`src/rtl/approx_mult_err_eval_pkg.sv`:
```
// approx_mult_err_eval_pkg: FSM encoding, width helpers and latency limit shared by the error evaluator (ERR_BIAS_EN adds signed bias sum)
package approx_mult_err_eval_pkg;
  localparam logic [1:0] S_IDLE = 2'd0, S_SWEEP = 2'd1, S_DRAIN = 2'd2, S_DONE = 2'd3;
  localparam int LAT_MAX = 4;
  function automatic int pw(input int w);
    return 2 * w;
  endfunction
  function automatic int sw(input int w);
    return 4 * w;
  endfunction
  function automatic int cw(input int w);
    return 2 * w + 1;
  endfunction
endpackage

```
`src/rtl/approx_mult_err_eval_if.sv`:
```
// approx_mult_err_eval_if: control, result and multiplier-side signals of the error evaluator (ERR_BIAS_EN adds sum_err)
interface approx_mult_err_eval_if
  import approx_mult_err_eval_pkg::*;
  #(parameter int W = 4);
  logic start, busy, done;
  logic [W-1:0] dut_a, dut_b;
  logic [pw(W)-1:0] dut_r;
  logic [cw(W)-1:0] err_count;
  logic [sw(W)-1:0] sum_ed;
  logic [pw(W)-1:0] max_ed;
`ifdef ERR_BIAS_EN
  logic signed [sw(W):0] sum_err;
  modport master(output start, dut_r, input busy, done, dut_a, dut_b, err_count, sum_ed, max_ed, sum_err);
  modport slave(input start, dut_r, output busy, done, dut_a, dut_b, err_count, sum_ed, max_ed, sum_err);
`else
  modport master(output start, dut_r, input busy, done, dut_a, dut_b, err_count, sum_ed, max_ed);
  modport slave(input start, dut_r, output busy, done, dut_a, dut_b, err_count, sum_ed, max_ed);
`endif
endinterface

```
`src/rtl/approx_mult_err_acc.sv`:
```
// approx_mult_err_acc: compare-and-accumulate stage of the error evaluator (ERR_BIAS_EN adds signed bias sum)
module approx_mult_err_acc
  import approx_mult_err_eval_pkg::*;
  #(parameter int W = 4)
  (
  input logic clk,
  input logic rst,
  input logic clr,
  input logic vld,
  input logic [2*W-1:0] r,
  input logic [2*W-1:0] x,
  output logic [2*W:0] err_count,
  output logic [4*W-1:0] sum_ed,
  output logic [2*W-1:0] max_ed
`ifdef ERR_BIAS_EN
  , output logic signed [4*W:0] sum_err
`endif
  );
  localparam int PW = pw(W), SW = sw(W), CW = cw(W);
  logic [PW-1:0] ed;
  assign ed = r >= x ? r - x : x - r;
  always_ff @(posedge clk)
    if (rst || clr) begin
      err_count <= '0;
      sum_ed <= '0;
      max_ed <= '0;
    end else if (vld) begin
      err_count <= err_count + {{(CW-1){1'b0}}, |ed};
      sum_ed <= sum_ed + {{(SW-PW){1'b0}}, ed};
      max_ed <= ed > max_ed ? ed : max_ed;
    end
`ifdef ERR_BIAS_EN
  always_ff @(posedge clk)
    if (rst || clr) sum_err <= '0;
    else if (vld) sum_err <= sum_err + $signed({{(PW+1){1'b0}}, r}) - $signed({{(PW+1){1'b0}}, x});
`endif
endmodule

```
`src/rtl/approx_mult_err_eval.sv`:
```
// approx_mult_err_eval: exhaustive operand sweep of a LAT-cycle multiplier with error metrics accumulation (ERR_BIAS_EN adds sum_err)
module approx_mult_err_eval
  import approx_mult_err_eval_pkg::*;
  #(parameter int W = 4, parameter int LAT = 0)
  (
  input logic clk,
  input logic rst,
  approx_mult_err_eval_if.slave bus
  );
  localparam int PW = pw(W);
  logic [1:0] state;
  logic [PW-1:0] idx, x0, al_x;
  logic al_v, drain_last, last, v0;
  assign last = &idx;
  assign v0 = state == S_SWEEP;
  assign x0 = {{W{1'b0}}, idx[W-1:0]} * {{W{1'b0}}, idx[PW-1:W]};
  assign bus.dut_a = idx[W-1:0];
  assign bus.dut_b = idx[PW-1:W];
  assign bus.busy = v0 || state == S_DRAIN;
  assign bus.done = state == S_DONE;
  always_ff @(posedge clk)
    if (rst) begin
      state <= S_IDLE;
      idx <= '0;
    end else begin
      state <= state == S_IDLE ? (bus.start ? S_SWEEP : S_IDLE) :
               state == S_SWEEP ? (!last ? S_SWEEP : LAT == 0 ? S_DONE : S_DRAIN) :
               state == S_DRAIN ? (drain_last ? S_DONE : S_DRAIN) : S_IDLE;
      idx <= v0 && !last ? idx + PW'(1) : '0;
    end
  generate
    if (LAT == 0) begin : g_comb
      assign al_v = v0;
      assign al_x = x0;
      assign drain_last = 1'b1;
    end else begin : g_pipe
      logic [LAT-1:0] vp;
      logic [PW-1:0] xp [LAT];
      always_ff @(posedge clk)
        if (rst) begin
          vp <= '0;
          for (int k = 0; k < LAT; k++) xp[k] <= '0;
        end else begin
          vp <= LAT'({vp, v0});
          xp[0] <= x0;
          for (int k = 1; k < LAT; k++) xp[k] <= xp[k-1];
        end
      assign al_v = vp[LAT-1];
      assign al_x = xp[LAT-1];
      assign drain_last = LAT'(vp << 1) == '0;
    end
  endgenerate
  approx_mult_err_acc #(.W(W)) u_acc (
    .clk(clk),
    .rst(rst),
    .clr(state == S_IDLE && bus.start),
    .vld(al_v),
    .r(bus.dut_r),
    .x(al_x),
    .err_count(bus.err_count),
    .sum_ed(bus.sum_ed),
    .max_ed(bus.max_ed)
`ifdef ERR_BIAS_EN
    , .sum_err(bus.sum_err)
`endif
  );
endmodule

```
`src/flat_wrapper.sv`:
```
// flat-port wrapper written by rule: the top's interface ports become plain ports
module approx_mult_err_eval_flat import approx_mult_err_eval_pkg::*;
#(parameter int W = 4, parameter int LAT = 0)
  (clk, rst, bus_start, bus_dut_r, bus_busy, bus_done, bus_dut_a, bus_dut_b, bus_err_count, bus_sum_ed, bus_max_ed);
  approx_mult_err_eval_if #(.W(W)) bus_i ();
  input logic clk;
  input logic rst;
  input wire logic [$bits(bus_i.start)-1:0] bus_start;
  input wire logic [$bits(bus_i.dut_r)-1:0] bus_dut_r;
  output wire logic [$bits(bus_i.busy)-1:0] bus_busy;
  output wire logic [$bits(bus_i.done)-1:0] bus_done;
  output wire logic [$bits(bus_i.dut_a)-1:0] bus_dut_a;
  output wire logic [$bits(bus_i.dut_b)-1:0] bus_dut_b;
  output wire logic [$bits(bus_i.err_count)-1:0] bus_err_count;
  output wire logic [$bits(bus_i.sum_ed)-1:0] bus_sum_ed;
  output wire logic [$bits(bus_i.max_ed)-1:0] bus_max_ed;
  assign bus_i.start = bus_start;
  assign bus_i.dut_r = bus_dut_r;
  assign bus_busy = bus_i.busy;
  assign bus_done = bus_i.done;
  assign bus_dut_a = bus_i.dut_a;
  assign bus_dut_b = bus_i.dut_b;
  assign bus_err_count = bus_i.err_count;
  assign bus_sum_ed = bus_i.sum_ed;
  assign bus_max_ed = bus_i.max_ed;
  approx_mult_err_eval #(.W(W), .LAT(LAT)) u_core (.clk(clk), .rst(rst), .bus(bus_i));
endmodule
```
`config.mk`:
```
export PLATFORM = sky130hd
export DESIGN_NAME = approx_mult_err_eval_flat
export DESIGN_NICKNAME = d
export VERILOG_FILES = /design/src/rtl/approx_mult_err_eval_pkg.sv /design/src/rtl/approx_mult_err_eval_if.sv /design/src/rtl/approx_mult_err_acc.sv /design/src/rtl/approx_mult_err_eval.sv /design/src/flat_wrapper.sv
export SDC_FILE = /design/constraint.sdc
export NUM_CORES = 1
export LEC_CHECK = 0
export CORE_AREA = 2 2 98 109
export CTS_CLUSTER_DIAMETER = 200
export DETAILED_ROUTE_END_ITERATION = 8
export DIE_AREA = 0 0 100 111
export GPL_TIMING_DRIVEN = 0
export MAX_ROUTING_LAYER = met4
export PLACE_DENSITY = 0.54
export SYNTH_ARGS = -nofsm -noshare
export SYNTH_HDL_FRONTEND = slang
export SYNTH_HIERARCHICAL = 1
export SYNTH_SLANG_ARGS = --single-unit
```
`constraint.sdc`:
```
create_clock -name clk -period 9.2 [get_ports clk]
set_input_delay 0.92 -clock clk [delete_from_list [all_inputs] [get_ports clk]]
set_output_delay 0.92 -clock clk [all_outputs]
set_load 0.1 [all_outputs]
```
# ---- Word-level counts from Yosys, hierarchy flattened
# Cells that the tools add are included.
dict set report op_classes {
  addsub 5
  mul 1
  n_lt_le_gt_ge 2
  n_eq_ne 3
  muxes 6
  bitwise 1
  reduce_logical 10
}
# op count
set op_table {}
lappend op_table {{adder 16 x 8 -> 16 bit} 1}
lappend op_table {{subtractor 8 bit} 2}
lappend op_table {{adder 9 x 1 -> 9 bit} 1}
lappend op_table {{adder 8 x 1 -> 8 bit, second input constant} 1}
lappend op_table {{greater-or-equal comparator 8 bit} 1}
lappend op_table {{> comparator 8 bit} 1}
lappend op_table {{multiplier 4 x 4 -> 8 bit} 1}
lappend op_table {{2-to-1 mux 2 bit} 4}
lappend op_table {{2-to-1 mux 8 bit} 1}
lappend op_table {{AND reduction 8 bit} 1}
lappend op_table {{OR reduction 8 bit} 1}
lappend op_table {{equality test 2 bit, second input constant} 2}
lappend op_table {{equality test 2 x 1 -> 1 bit, second input constant} 1}
lappend op_table {{logical AND 1 bit} 2}
lappend op_table {{zero test 2 bit} 1}
lappend op_table {{logical OR 1 bit} 2}
lappend op_table {{AND reduction 2 bit} 1}
lappend op_table {{OR reduction 2 bit} 1}
lappend op_table {{zero test 1 bit} 1}
lappend op_table {{2-to-1 mux 1 bit} 1}
lappend op_table {{NOT 1 bit} 1}
dict set report word_totals {
  ff_bits 43
  input_bits 11
  output_inout_bits 43
  word_cells 33
}

# ---- Depth between registers and ports, before layout
# Gate-level depths: netlist (run 1).
dict set report depth {
  depth_word 5
  depth_mapped 27
  depth_no_buf 25
}

# ---- Cells and area by module
# The synthesis (run 1) kept the hierarchy.
# mod n_inst cells_each area_each_um2 seq_area_each_um2
set by_module_without_submodules {}
lappend by_module_without_submodules {approx_mult_err_acc 1 325 2663.8 660.6}
lappend by_module_without_submodules {approx_mult_err_eval 1 107 959.7 200.2}

# ---- Least setup slack after synthesis (run 1)
# Ideal clock, no wire load.
dict set report synth_timing {
  path_kind {reg-to-reg}
  from {register u_core.idx[0]}
  to {register u_core.u_acc.max_ed[2]}
  setup_ns 0.128
  t_arrival_ns 6.920
  required_ns 9.072
  setup_slack_ns 2.152
  stages_incl_launch_ff 26
  path_buffers 2
  period_less_slack_ns 7.048
  path_cell_list {dfxtp_1 > buf_4 > nand2_1 > fa_1 > inv_1 > fa_1 > ha_1 > a211oi_1 > or4b_1 > o2111ai_1 > inv_1 > ha_1 > nand4_1 > a31oi_4 > or2_1 > buf_6 > mux2_2 > o211a_1 > a211oi_1 > ha_1 > nand4_1 > o22ai_1 > maj3_1 > a21oi_4 > mux2i_1 > nor2_1}
}
dict set report synth_between {
  elab_chain_len 5
  elab_cells_between_ends 7
  cone_classes {add/sub (2); mul (1); order compare (2); mux (1); reduce/logical (1)}
}
# element line_no
set synth_rtl {}
lappend synth_rtl {{start, declared} approx_mult_err_eval.sv:12} ;# logic [PW-1:0] idx, x0, al_x;
lappend synth_rtl {{start signal, assigned} approx_mult_err_eval.sv:29} ;# idx <= v0 && !last ? idx + PW'(1) : '0;
lappend synth_rtl {{multiplier 4 x 4 -> 8 bit *} approx_mult_err_eval.sv:16} ;# assign x0 = {{W{1'b0}}, idx[W-1:0]} * {{W{1'b0}}, idx[PW-1:W]};
lappend synth_rtl {{named net u_core.al_x[7]} approx_mult_err_eval.sv:12}
lappend synth_rtl {{subtractor 8 bit / greater-or-equal comparator 8 bit (equally long branches)} approx_mult_err_acc.sv:21} ;# assign ed = r >= x ? r - x : x - r;
lappend synth_rtl {{2-to-1 mux 8 bit *} approx_mult_err_acc.sv:21}
lappend synth_rtl {{named net u_core.u_acc.ed[7]} approx_mult_err_acc.sv:20} ;# logic [PW-1:0] ed;
lappend synth_rtl {{> comparator 8 bit *} approx_mult_err_acc.sv:30} ;# max_ed <= ed > max_ed ? ed : max_ed;
lappend synth_rtl {{AND reduction 2 bit (no line) *} n/a}
lappend synth_rtl {{end signal, assigned} approx_mult_err_acc.sv:30}
lappend synth_rtl {{end, declared} approx_mult_err_acc.sv:14} ;# output logic [2*W-1:0] max_ed
# Mark *: on every way through the listed nets, which the timed path passes. The rest lies on a longest branch.
# A chain may end at the register's enable or synchronous reset.

# ---- Final worst setup path (run 1)
dict set report layout_timing {
  from {register u_core.idx[1]}
  to {register u_core.u_acc.max_ed[6]}
}
# The elaborated chain is that of the path after synthesis.

==> flow_metrics.py, run 1 <==
metrics = {
    "clock_tree": {
        "clkSinkCount": 43,
        "cts_hold_buf": 0,
        "h-tree-depth": 2,
        "cts_tree": "done",
        "clk_latency_ns": 0.29,
        "cts_resized": 0,
        "clockRootBuffer": "clkbuf_16",
        "clkTransAtPathRegs_ns": 0.06,
        "post_cts_buffers": 0,
        "clockBufferDepth": 2,
        "cts_buffers": 5,
    },
    "sta": {
        "tns_ns": 0,
        "finalClockSkew_ns": 0.00417,
        "hold-worst-slack_ns": 0.487,
        "slew_headroom": 0.314,
        "rsz0062_at_grt": "false",
        "worst_pin_slew_ns": 1.03,
        "hold_viol": 0,
        "period_minus_slack_ns": 7.20,
        "setup_viol": 0,
        "finalCritPeriodShare": 0.783,
        "fmaxAchievable_mhz": 139,
        "slew_viol_final": 0,
    },
    "synthesis": {
        "ys_seq_area_frac": 0.238,
        "ys_warn_count": 6,
        "synth_top_family_by_area": "adder cells",
        "syn_area_um2": 3620,
        "synthAdderAreaFrac": 0.218,
        "synth_nets": 501,
        "synth_cell_type_count": 63,
        "synth_edf_count": 0,
        "synthArstFlopShare": 0,
        "synth_ff_type": "dfxtp_1",
        "syn_inst": 432,
        "synth_compound_area_frac": 0.191,
        "synthSimpleGateAreaFrac": 0.188,
        "syn_avg_cell_area_um2": 8.39,
        "synth_xor_area_frac": 0.0435,
        "synth.area.mux_share": 0.0504,
        "ys_ff_latch": 43,
    },
    "critical_path": {
        "setup.worst_path.end_class": "flop",
        "cpPeakStageDelay_ns": 0.65,
        "cp-start-kind": "flop",
        "worstRegToRegCells": 24,
        "crit_arrival_ns": 7.36,
        "critPathSlowestCell": "a211oi_1",
        "required_ns": 9.36,
        "critPathKind": "flop to flop",
        "cp_max_fo": 10,
        "r2r_slack_ns": 2.00,
        "crit_top_cell": "ha_1",
        "cp_cell_sequence": "nand2_1, fa_1, inv_1, fa_1, ha_1, a211oi_1, or4b_1, o2111ai_1, inv_1, ha_1, nand2_1, o21ai_2, or2_1, buf_6, mux2_2, o211a_1, a211oi_1, ha_1, nand4_1, o22ai_1, maj3_1, a21oi_4, mux2i_1, nor2_1",
    },
    "die": {
        "initial_core_util": 0.357,
        "io_pins": 54,
        "fp.dieH_um": 111,
        "die_w_um": 100,
        "rows": 39,
        "dieArea_um2": 11100,
        "core_area_um2": 10100,
    },
    "route": {
        "drt_pre_antenna_iters": 4,
        "num_vias": 3198,
        "drc": 0,
        "wl_per_cell_um": 13.4,
        "ant_nets": 0,
        "viasPerCell": 5.19,
        "drt_iter0_markers": 79,
        "drt_wl_total_um": 8270,
    },
    "cells_and_area": {
        "syn2layout_area_growth_pct": 22.7,
        "antenna_cells": 0,
        "drive_above_1_share": 0.0629,
        "nNetsFinal": 561,
        "fin_cells": 616,
        "fin_util": 0.438,
        "final_cell_area_um2": 4450,
        "fill_cells": 1047,
    },
    "grt": {
        "grt_pass1_wl_um": 14200,
        "grt_max_degree": 13,
        "track_usage": 0.160,
        "grt.overflow.total": 0,
        "antenna_found_initial": 0,
        "first_global_vias": 3055,
    },
    "worst_hold_path": {
        "hold_path_class": "flop to flop",
        "worstHoldPathCells": 2,
    },
    "placement": {
        "post-place-cells": 608,
        "placed_area_um2": 4310,
        "hpwlAfterDp_um": 6590,
        "io_buffers": 53,
        "place.gp.congestion": 0.785,
    },
    "status": {
        "status": "finished, final reports clean",
    },
    "power": {
        "p_leak_uw": 0.00182,
        "powerDensity_nw_per_um2": 112,
        "irDropWorstVdd_mv": 0.0584,
    },
    "run": {
        "drv_cap": 0,
    },
}
## final cells by class
type,instances,area [um2],share of cell area
Multi-Input combinational cell,330,2500,0.563
Clock buffer,7,133,0.0298
Inverter,45,169,0.0380
Sequential cell,43,861,0.194
Tap cell,123,154,0.0346
Buffer,14,91.3,0.0205
Timing Repair Buffer,53,531,0.119
Clock inverter,1,5.00,0.00113
## report_power, final
part	switching (uW)	internal, uW	total (uW)
registers	3.48	190	194
logic	84.7	47.3	132
clock network	72.8	100	173
## stage by stage
step	setup slack, ns	total power, uW
after floorplan	2.15	299
after global placement	2.06	329
after detailed placement	2.03	330
after CTS	2.01	507
after global routing	1.35	527
final	2.00	499
## per-layer routing
layer | global-route usage | routed length [um] | vias to the layer above
li1 | - | - | 1639
met2 | 0.265 | 3980 | 66
met5 | - | 0 | -
met1 | 0.200 | 3910 | 1484
met4 | 0.0539 | 122 | 0
met3 | 0.0227 | 269 | 9
## path summary, 6_finish.rpt
check                                              start                                      to
setup / recovery                u_core/idx[1]$_SDFF_PP0_     u_core/u_acc/max_ed[6]$_SDFFE_PP0P_
hold / removal    u_core/u_acc/err_count[8]$_SDFFE_PP0P_  u_core/u_acc/err_count[8]$_SDFFE_PP0P_
setup reg to reg                u_core/idx[1]$_SDFF_PP0_     u_core/u_acc/max_ed[6]$_SDFFE_PP0P_
hold reg to reg   u_core/u_acc/err_count[8]$_SDFFE_PP0P_  u_core/u_acc/err_count[8]$_SDFFE_PP0P_
## critical path: cells and delay by family, from the launching register on
kind                     cells  cell delay [ns]
adder cells (fa/ha/maj)      6             2.57
AO/OA/AOI/OAI                7             1.99
AND/OR/NAND/NOR              6             1.13
multiplexers                 2             0.58
flip-flops                   1             0.52
buffers and inverters        3             0.26
## cell usage after synthesis, types with 3 or more instances
cell / number / area share
nand4_1: 7 / 0.012
and2_2: 3 / 0.0062
nand2_1: 23 / 0.024
xor2_1: 12 / 0.029
o21ai_0: 12 / 0.017
and2_1: 11 / 0.019
nand2b_1: 4 / 0.0069
dfxtp_1: 43 / 0.24
a211oi_1: 6 / 0.012
ha_1: 51 / 0.18
nand3_1: 12 / 0.017
buf_2: 3 / 0.0041
or4_1: 3 / 0.0062
o31ai_1: 4 / 0.0083
nor3_1: 8 / 0.011
nor2b_1: 4 / 0.0069
o2111ai_1: 4 / 0.0097
a21o_1: 9 / 0.019
o21ai_1: 6 / 0.0083
nor2_1: 43 / 0.045
xnor2_1: 6 / 0.015
inv_1: 45 / 0.047
fa_1: 7 / 0.039
mux2i_1: 16 / 0.044
or3_1: 6 / 0.010
o211ai_1: 7 / 0.015
buf_6: 4 / 0.012
buf_1: 3 / 0.0031
a21oi_1: 26 / 0.036
## logic make-up after synthesis
family,Yosys count
mux,18
flops,43
xor+xnor,18
buf+inv,59
compound gates,99
fa+ha+maj,59
simple gates,136
## flip-flops by register name (all words and copies together), names as in the netlist
register	count
u_core/u_acc/sum_ed	16
u_core/state	2
u_core/idx	8
u_core/u_acc/max_ed	8
u_core/u_acc/err_count	9
## layout by cell type, fill, tap and decap left out, types with 3 or more instances in the layout
| cell | netlist | routed |
|---|---|---|
| o21ai_0 | 12 | 12 |
| nor2_1 | 43 | 43 |
| dfxtp_1 | 43 | 43 |
| a211oi_1 | 6 | 6 |
| o31ai_1 | 4 | 4 |
| nor3_1 | 8 | 8 |
| a21o_1 | 9 | 9 |
| nor2b_1 | 4 | 4 |
| clkbuf_1 | 2 | 4 |
| xnor2_1 | 6 | 6 |
| inv_1 | 45 | 45 |
| buf_1 | 3 | 3 |
| clkdlybuf4s50_1 | 0 | 53 |
| and2_1 | 11 | 11 |
| nand2_1 | 23 | 23 |
| xor2_1 | 12 | 12 |
| o211ai_1 | 7 | 7 |
| o21ai_1 | 6 | 6 |
| and2_2 | 3 | 3 |
| nand2b_1 | 4 | 4 |
| mux2i_1 | 16 | 16 |
| nand3_1 | 12 | 12 |
| o2111ai_1 | 4 | 4 |
| or3_1 | 6 | 6 |
| fa_1 | 7 | 7 |
| a21oi_1 | 26 | 26 |
| buf_6 | 4 | 4 |
| buf_2 | 3 | 3 |
| clkbuf_16 | 0 | 5 |
| ha_1 | 51 | 51 |
| or4_1 | 3 | 3 |
| nand4_1 | 7 | 7 |
Power figures use the tool's default switching activity.
==> run 2, diff against run 1 <==
- PLACE_DENSITY: 0.54 -> 0.56
- clock period: 9.2 -> 6.31 ns (I/O delays scaled with it)
==> run 2 against run 1 <==
Count of clock-buffer cells in the layout down 2. Sequential power up 44%. Critical path depth up 1. Core utilization up 3.0 points. Largest cell class unchanged. Clock power up 55%. Hold slack worse by 0.0014 ns. Sequential share of layout area down 0.81 points. Combinational power up 70%.
==> flow_metrics.py, run 2 (same netlist as run 1, synthesis figures left out) <==
metrics = {
    "sta": {
        "slew_viol_final": 0,
        "period_minus_slack_ns": 6.07,
        "setup_viol": 0,
        "fmaxAchievable_mhz": 165,
        "hold-worst-slack_ns": 0.485,
        "slew_headroom": 0.334,
        "finalClockSkew_ns": 0.00968,
        "finalCritPeriodShare": 0.962,
        "worst_pin_slew_ns": 0.995,
        "hold_viol": 0,
    },
    "power": {
        "irDropWorstVdd_mv": 0.106,
        "powerDensity_nw_per_um2": 162,
        "p_leak_uw": 0.00193,
    },
    "clock_tree": {
        "h-tree-depth": 2,
        "clkSinkCount": 43,
        "cts_hold_buf": 0,
        "clockBufferDepth": 2,
        "clockRootBuffer": "clkbuf_16",
        "cts_tree": "done",
        "cts_buffers": 5,
        "clkTransAtPathRegs_ns": 0.07,
        "clk_latency_ns": 0.29,
    },
    "cells_and_area": {
        "multi_input_area_um2": 2650,
        "antenna_cells": 0,
        "largest_reg_flops": 16,
        "top_register": "u_core/u_acc/sum_ed",
        "fill_cells": 996,
        "drive_above_1_share": 0.146,
        "fin_util": 0.468,
        "syn2layout_area_growth_pct": 31.2,
        "nNetsFinal": 574,
        "final_cell_mix": "53 x clkdlybuf4s50_1, 49 x ha_1, 45 x inv_1, 42 x nor2_1, 36 x dfxtp_1",
        "top_regs": "u_core/u_acc/sum_ed x16, u_core/u_acc/err_count x9",
        "register_area_um2": 882,
        "final_common_cell": "clkdlybuf4s50_1",
    },
    "die": {
        "die_w_um": 100,
        "io_pins": 54,
        "dieArea_um2": 11100,
        "core_area_um2": 10100,
        "fp.dieH_um": 111,
        "initial_core_util": 0.357,
        "rows": 39,
    },
    "route": {
        "ant_nets": 0,
        "drc": 0,
        "drt_pre_antenna_iters": 4,
        "viasPerCell": 5.14,
        "drt_iter0_markers": 191,
        "drt_wl_total_um": 8570,
        "wl_per_cell_um": 13.6,
        "num_vias": 3236,
    },
    "critical_path": {
        "setup.worst_path.end_class": "flop",
        "worstRegToRegCells": 25,
        "cp-start-kind": "flop",
        "crit_family": "adder cells",
        "cp_max_fo": 8,
        "cp_num_buf_inv": 4,
        "critPathKind": "flop to flop",
        "crit_arrival_ns": 6.22,
        "cpPeakStageDelay_ns": 0.51,
        "r2r_slack_ns": 0.24,
        "critPathSlowestCell": "or4b_1",
        "required_ns": 6.46,
        "crit_cells": 25,
    },
    "status": {
        "status": "finished, final reports clean",
    },
    "placement": {
        "place.gp.congestion": 0.835,
        "io_buffers": 53,
        "hpwlAfterDp_um": 6320,
    },
    "grt": {
        "grt_max_degree": 17,
        "track_usage": 0.160,
        "first_global_vias": 3146,
        "grt.overflow.total": 0,
        "grt_pass1_wl_um": 14300,
        "antenna_found_initial": 0,
    },
    "worst_hold_path": {
        "worstHoldPathCells": 2,
        "hold_path_class": "flop to flop",
    },
    "run": {
        "drv_cap": 0,
    },
}
-- run 2: report_power, final --
part	internal [uW]	switching, uW
Combinational	89.2	135
Clock	150	118
Sequential	275	5.45
Total	515	258
-- run 2: final cells by class --
| class | count | share of cell area |
|---|---|---|
| Buffer | 12 | 0.0153 |
| Sequential cell | 43 | 0.186 |
| Timing Repair Buffer | 68 | 0.142 |
| Inverter | 45 | 0.0355 |
| Clock buffer | 5 | 0.0263 |
| Multi-Input combinational cell | 330 | 0.558 |
| Clock inverter | 3 | 0.00553 |
| Tap cell | 123 | 0.0324 |
-- run 2: final timing paths --
path | end | startpoint
setup / recovery | u_core/u_acc/max_ed[5]$_SDFFE_PP0P_ | u_core/idx[5]$_SDFF_PP0_
hold reg to reg | u_core/u_acc/sum_ed[10]$_SDFFE_PP0P_ | u_core/u_acc/sum_ed[10]$_SDFFE_PP0P_
hold / removal | u_core/u_acc/sum_ed[10]$_SDFFE_PP0P_ | u_core/u_acc/sum_ed[10]$_SDFFE_PP0P_
setup reg to reg | u_core/u_acc/max_ed[5]$_SDFFE_PP0P_ | u_core/idx[5]$_SDFF_PP0_
-- run 2: per-layer routing --
layer  global-route usage  vias up  share of wire
li1                     -     1666              -
met5                    -        -              0
met2                0.268       57           0.49
met3               0.0404        8          0.037
met4               0.0274        0         0.0081
met1                0.197     1505           0.46
-- run 2: worst min-delay path: stages (launching register included) --
cell     delay, ns
dfxtp_1       0.33
nand2_1       0.06
o21ai_1       0.05
-- run 2: per-stage QoR --
| stage | cell area, um2 | setup TNS [ns] | power [uW] | setup WS (ns) | std cells |
|---|---|---|---|---|---|
| global placement | 4350 | -3.00 | 478 | -0.396 | 608 |
| global route | 4750 | -0.0225 | 818 | -0.0169 | 629 |
| floorplan | 3670 | 0 | 435 | 0.0255 | 432 |
| finish | 4750 | 0 | 772 | 0.242 | 629 |
| detailed placement | 4350 | -3.15 | 481 | -0.423 | 608 |
| CTS | 4610 | 0 | 765 | 0.0327 | 623 |
-- run 2: timing repair --
action                                  CTS  global route
endpoints found under the setup margin   10            20
cloned                                    0             1
gates resized for setup                   6            22
setup buffers                             7             7
pin swaps                                 3            12
==> run 3, diff against run 2 <==
- PLACE_DENSITY: 0.56 -> unset
- PLACE_DENSITY_LB_ADDON: unset -> 0.12
==> run 3 against run 2 <==
Final area shrank 0.26%. Sequential power is essentially flat. Worst setup slack gained 0.019 ns. Sequential cell count is the same. Clock skew is essentially flat. Combinational power is essentially flat. Core utilization shrank 0.12 points. Via count shrank 1.4%. Clock power is essentially flat. Register-to-register slack gained 0.02 ns.
==> flow_metrics.py, run 3 (same netlist as run 1, synthesis figures left out) <==
metrics = {
    "route": {
        "drt_iter0_markers": 155,
        "drt_wl_total_um": 8330,
        "wl_per_cell_um": 13.3,
        "drc": 0,
        "ant_nets": 0,
        "viasPerCell": 5.10,
        "drt_pre_antenna_iters": 4,
        "num_vias": 3190,
    },
    "grt": {
        "grt.overflow.total": 0,
        "grt_pass1_wl_um": 13800,
        "track_usage": 0.152,
        "grt_max_degree": 17,
        "first_global_vias": 3059,
        "antenna_found_initial": 0,
    },
    "worst_hold_path": {
        "min_from": "u_core/u_acc/err_count[8]$_SDFFE_PP0P_",
        "hold_path_class": "flop to flop",
        "worstHoldPathCells": 2,
        "whs_endpoint": "u_core/u_acc/err_count[8]$_SDFFE_PP0P_",
    },
    "status": {
        "status": "finished, final reports clean",
    },
    "critical_path": {
        "cp-start-kind": "flop",
        "r2r_slack_ns": 0.26,
        "setup.worst_path.end_class": "flop",
        "cp_max_fo": 11,
        "critPathKind": "flop to flop",
        "required_ns": 6.47,
        "r2r_end": "u_core/u_acc/max_ed[7]$_SDFFE_PP0P_",
        "startpoint": "u_core/idx[0]$_SDFF_PP0_",
        "r2r_start": "u_core/idx[0]$_SDFF_PP0_",
        "crit_arrival_ns": 6.21,
        "worstRegToRegCells": 25,
    },
    "clock_tree": {
        "cts_tree": "done",
        "clockRootBuffer": "clkbuf_16",
        "clkSinkCount": 43,
        "h-tree-depth": 2,
        "cts_buffers": 5,
        "clockBufferDepth": 2,
        "clk_latency_ns": 0.29,
        "clkTransAtPathRegs_ns": 0.07,
        "cts_hold_buf": 0,
    },
    "placement": {
        "hpwlAfterDp_um": 6280,
        "dp_worst_setup_slack_ns": -0.430,
        "io_buffers": 53,
        "place.gp.congestion": 0.789,
    },
    "sta": {
        "hold-worst-slack_ns": 0.489,
        "setup_ws_ns": 0.261,
        "fmaxAchievable_mhz": 165,
        "worst_pin_slew_ns": 1.00,
        "slew_viol_final": 0,
        "finalCritPeriodShare": 0.959,
        "setup_viol": 0,
        "period_minus_slack_ns": 6.05,
        "finalClockSkew_ns": 0.00942,
        "hold_viol": 0,
        "slew_headroom": 0.328,
    },
    "cells_and_area": {
        "largest_reg_flops": 16,
        "antenna_cells": 0,
        "multi_input_area_um2": 2660,
        "nNetsFinal": 571,
        "drive_above_1_share": 0.145,
        "register_area_um2": 882,
        "fill_cells": 1010,
        "final_cell_mix": "53 x clkdlybuf4s50_1, 48 x ha_1, 44 x inv_1, 42 x nor2_1, 36 x dfxtp_1",
        "top_register": "u_core/u_acc/sum_ed",
        "final_common_cell": "clkdlybuf4s50_1",
        "top_regs": "u_core/u_acc/sum_ed x16, u_core/u_acc/err_count x9",
        "syn2layout_area_growth_pct": 30.8,
    },
    "run": {
        "drv_cap": 0,
    },
    "power": {
        "p_leak_uw": 0.00191,
        "irDropWorstVdd_mv": 0.103,
        "powerDensity_nw_per_um2": 162,
        "fin_total_pwr_uw": 767,
    },
    "die": {
        "initial_core_util": 0.357,
        "io_pins": 54,
        "dieArea_um2": 11100,
        "core_area_um2": 10100,
        "rows": 39,
        "die_w_um": 100,
        "fp.dieH_um": 111,
    },
}
[run 3: timing repair]
action,in CTS,in global routing
setup endpoints to repair,9,24
gates resized for setup,6,23
pin swaps,5,17
buffers inserted,4,6
cloned,0,1
[run 3: worst max path at each step]
stage	endpoint	slack, ns
CTS	u_core/u_acc/max_ed[5]$_SDFFE_PP0P_	0.009
floorplan	u_core/u_acc/max_ed[2]$_SDFFE_PP0P_	0.03
global placement	u_core/u_acc/max_ed[7]$_SDFFE_PP0P_	-0.43
global route	u_core/u_acc/sum_ed[11]$_SDFFE_PP0P_	-0.05
detailed placement	u_core/u_acc/max_ed[5]$_SDFFE_PP0P_	-0.43
finish	u_core/u_acc/max_ed[7]$_SDFFE_PP0P_	0.26
[run 3: power by group]
group,switching (uW),internal (uW),leakage (uW)
registers,5.71,275,0.000353
clock network,114,150,0.0000748
logic,133,88.5,0.00149
[run 3: critical path, stage by stage (launching register included)]
cell and delay, ns:
dfxtp_4 0.41, nand2_1 0.09, fa_1 0.53, inv_1 0.05, fa_2 0.49, ha_4 0.29, a211oi_1 0.08, or4b_1 0.55
o2111ai_2 0.11, inv_2 0.07, ha_4 0.28, a21oi_4 0.19, o21ai_4 0.11, or2_1 0.23, buf_6 0.14, a2111o_1 0.41
mux2_2 0.28, o211a_4 0.18, ha_4 0.22, nand4_1 0.18, o22ai_2 0.10, maj3_2 0.33, a21oi_4 0.20, buf_12 0.15
mux2i_2 0.20, nor2_1 0.05
[run 3: through the flow]
stage	setup TNS (ns)	instances	utilization	area, um2
6_report	0	626	0.467	4740
4_1_cts	0	620	0.451	4580
3_3_place_gp	-3.25	608	0.429	4350
5_1_grt	-0.0504	626	0.467	4740
3_5_place_dp	-3.26	608	0.429	4350
2_1_floorplan	0	432	-	3670
[run 3: cell type report]
class | count | area share
sequential | 43 | 0.186
inverter | 45 | 0.0356
clock inverter | 3 | 0.00554
buffer | 13 | 0.0182
clock buffer | 5 | 0.0264
tap | 123 | 0.0325
timing repair buffer | 64 | 0.136
multi-input combinational | 330 | 0.560
[run 3: layer usage]
metal,up-vias,wire length [um],GRT usage
met2,59,3890,0.249
li1,1660,-,-
met1,1467,4060,0.198
met4,0,51,0.0228
met3,4,332,0.0322
met5,-,0,-
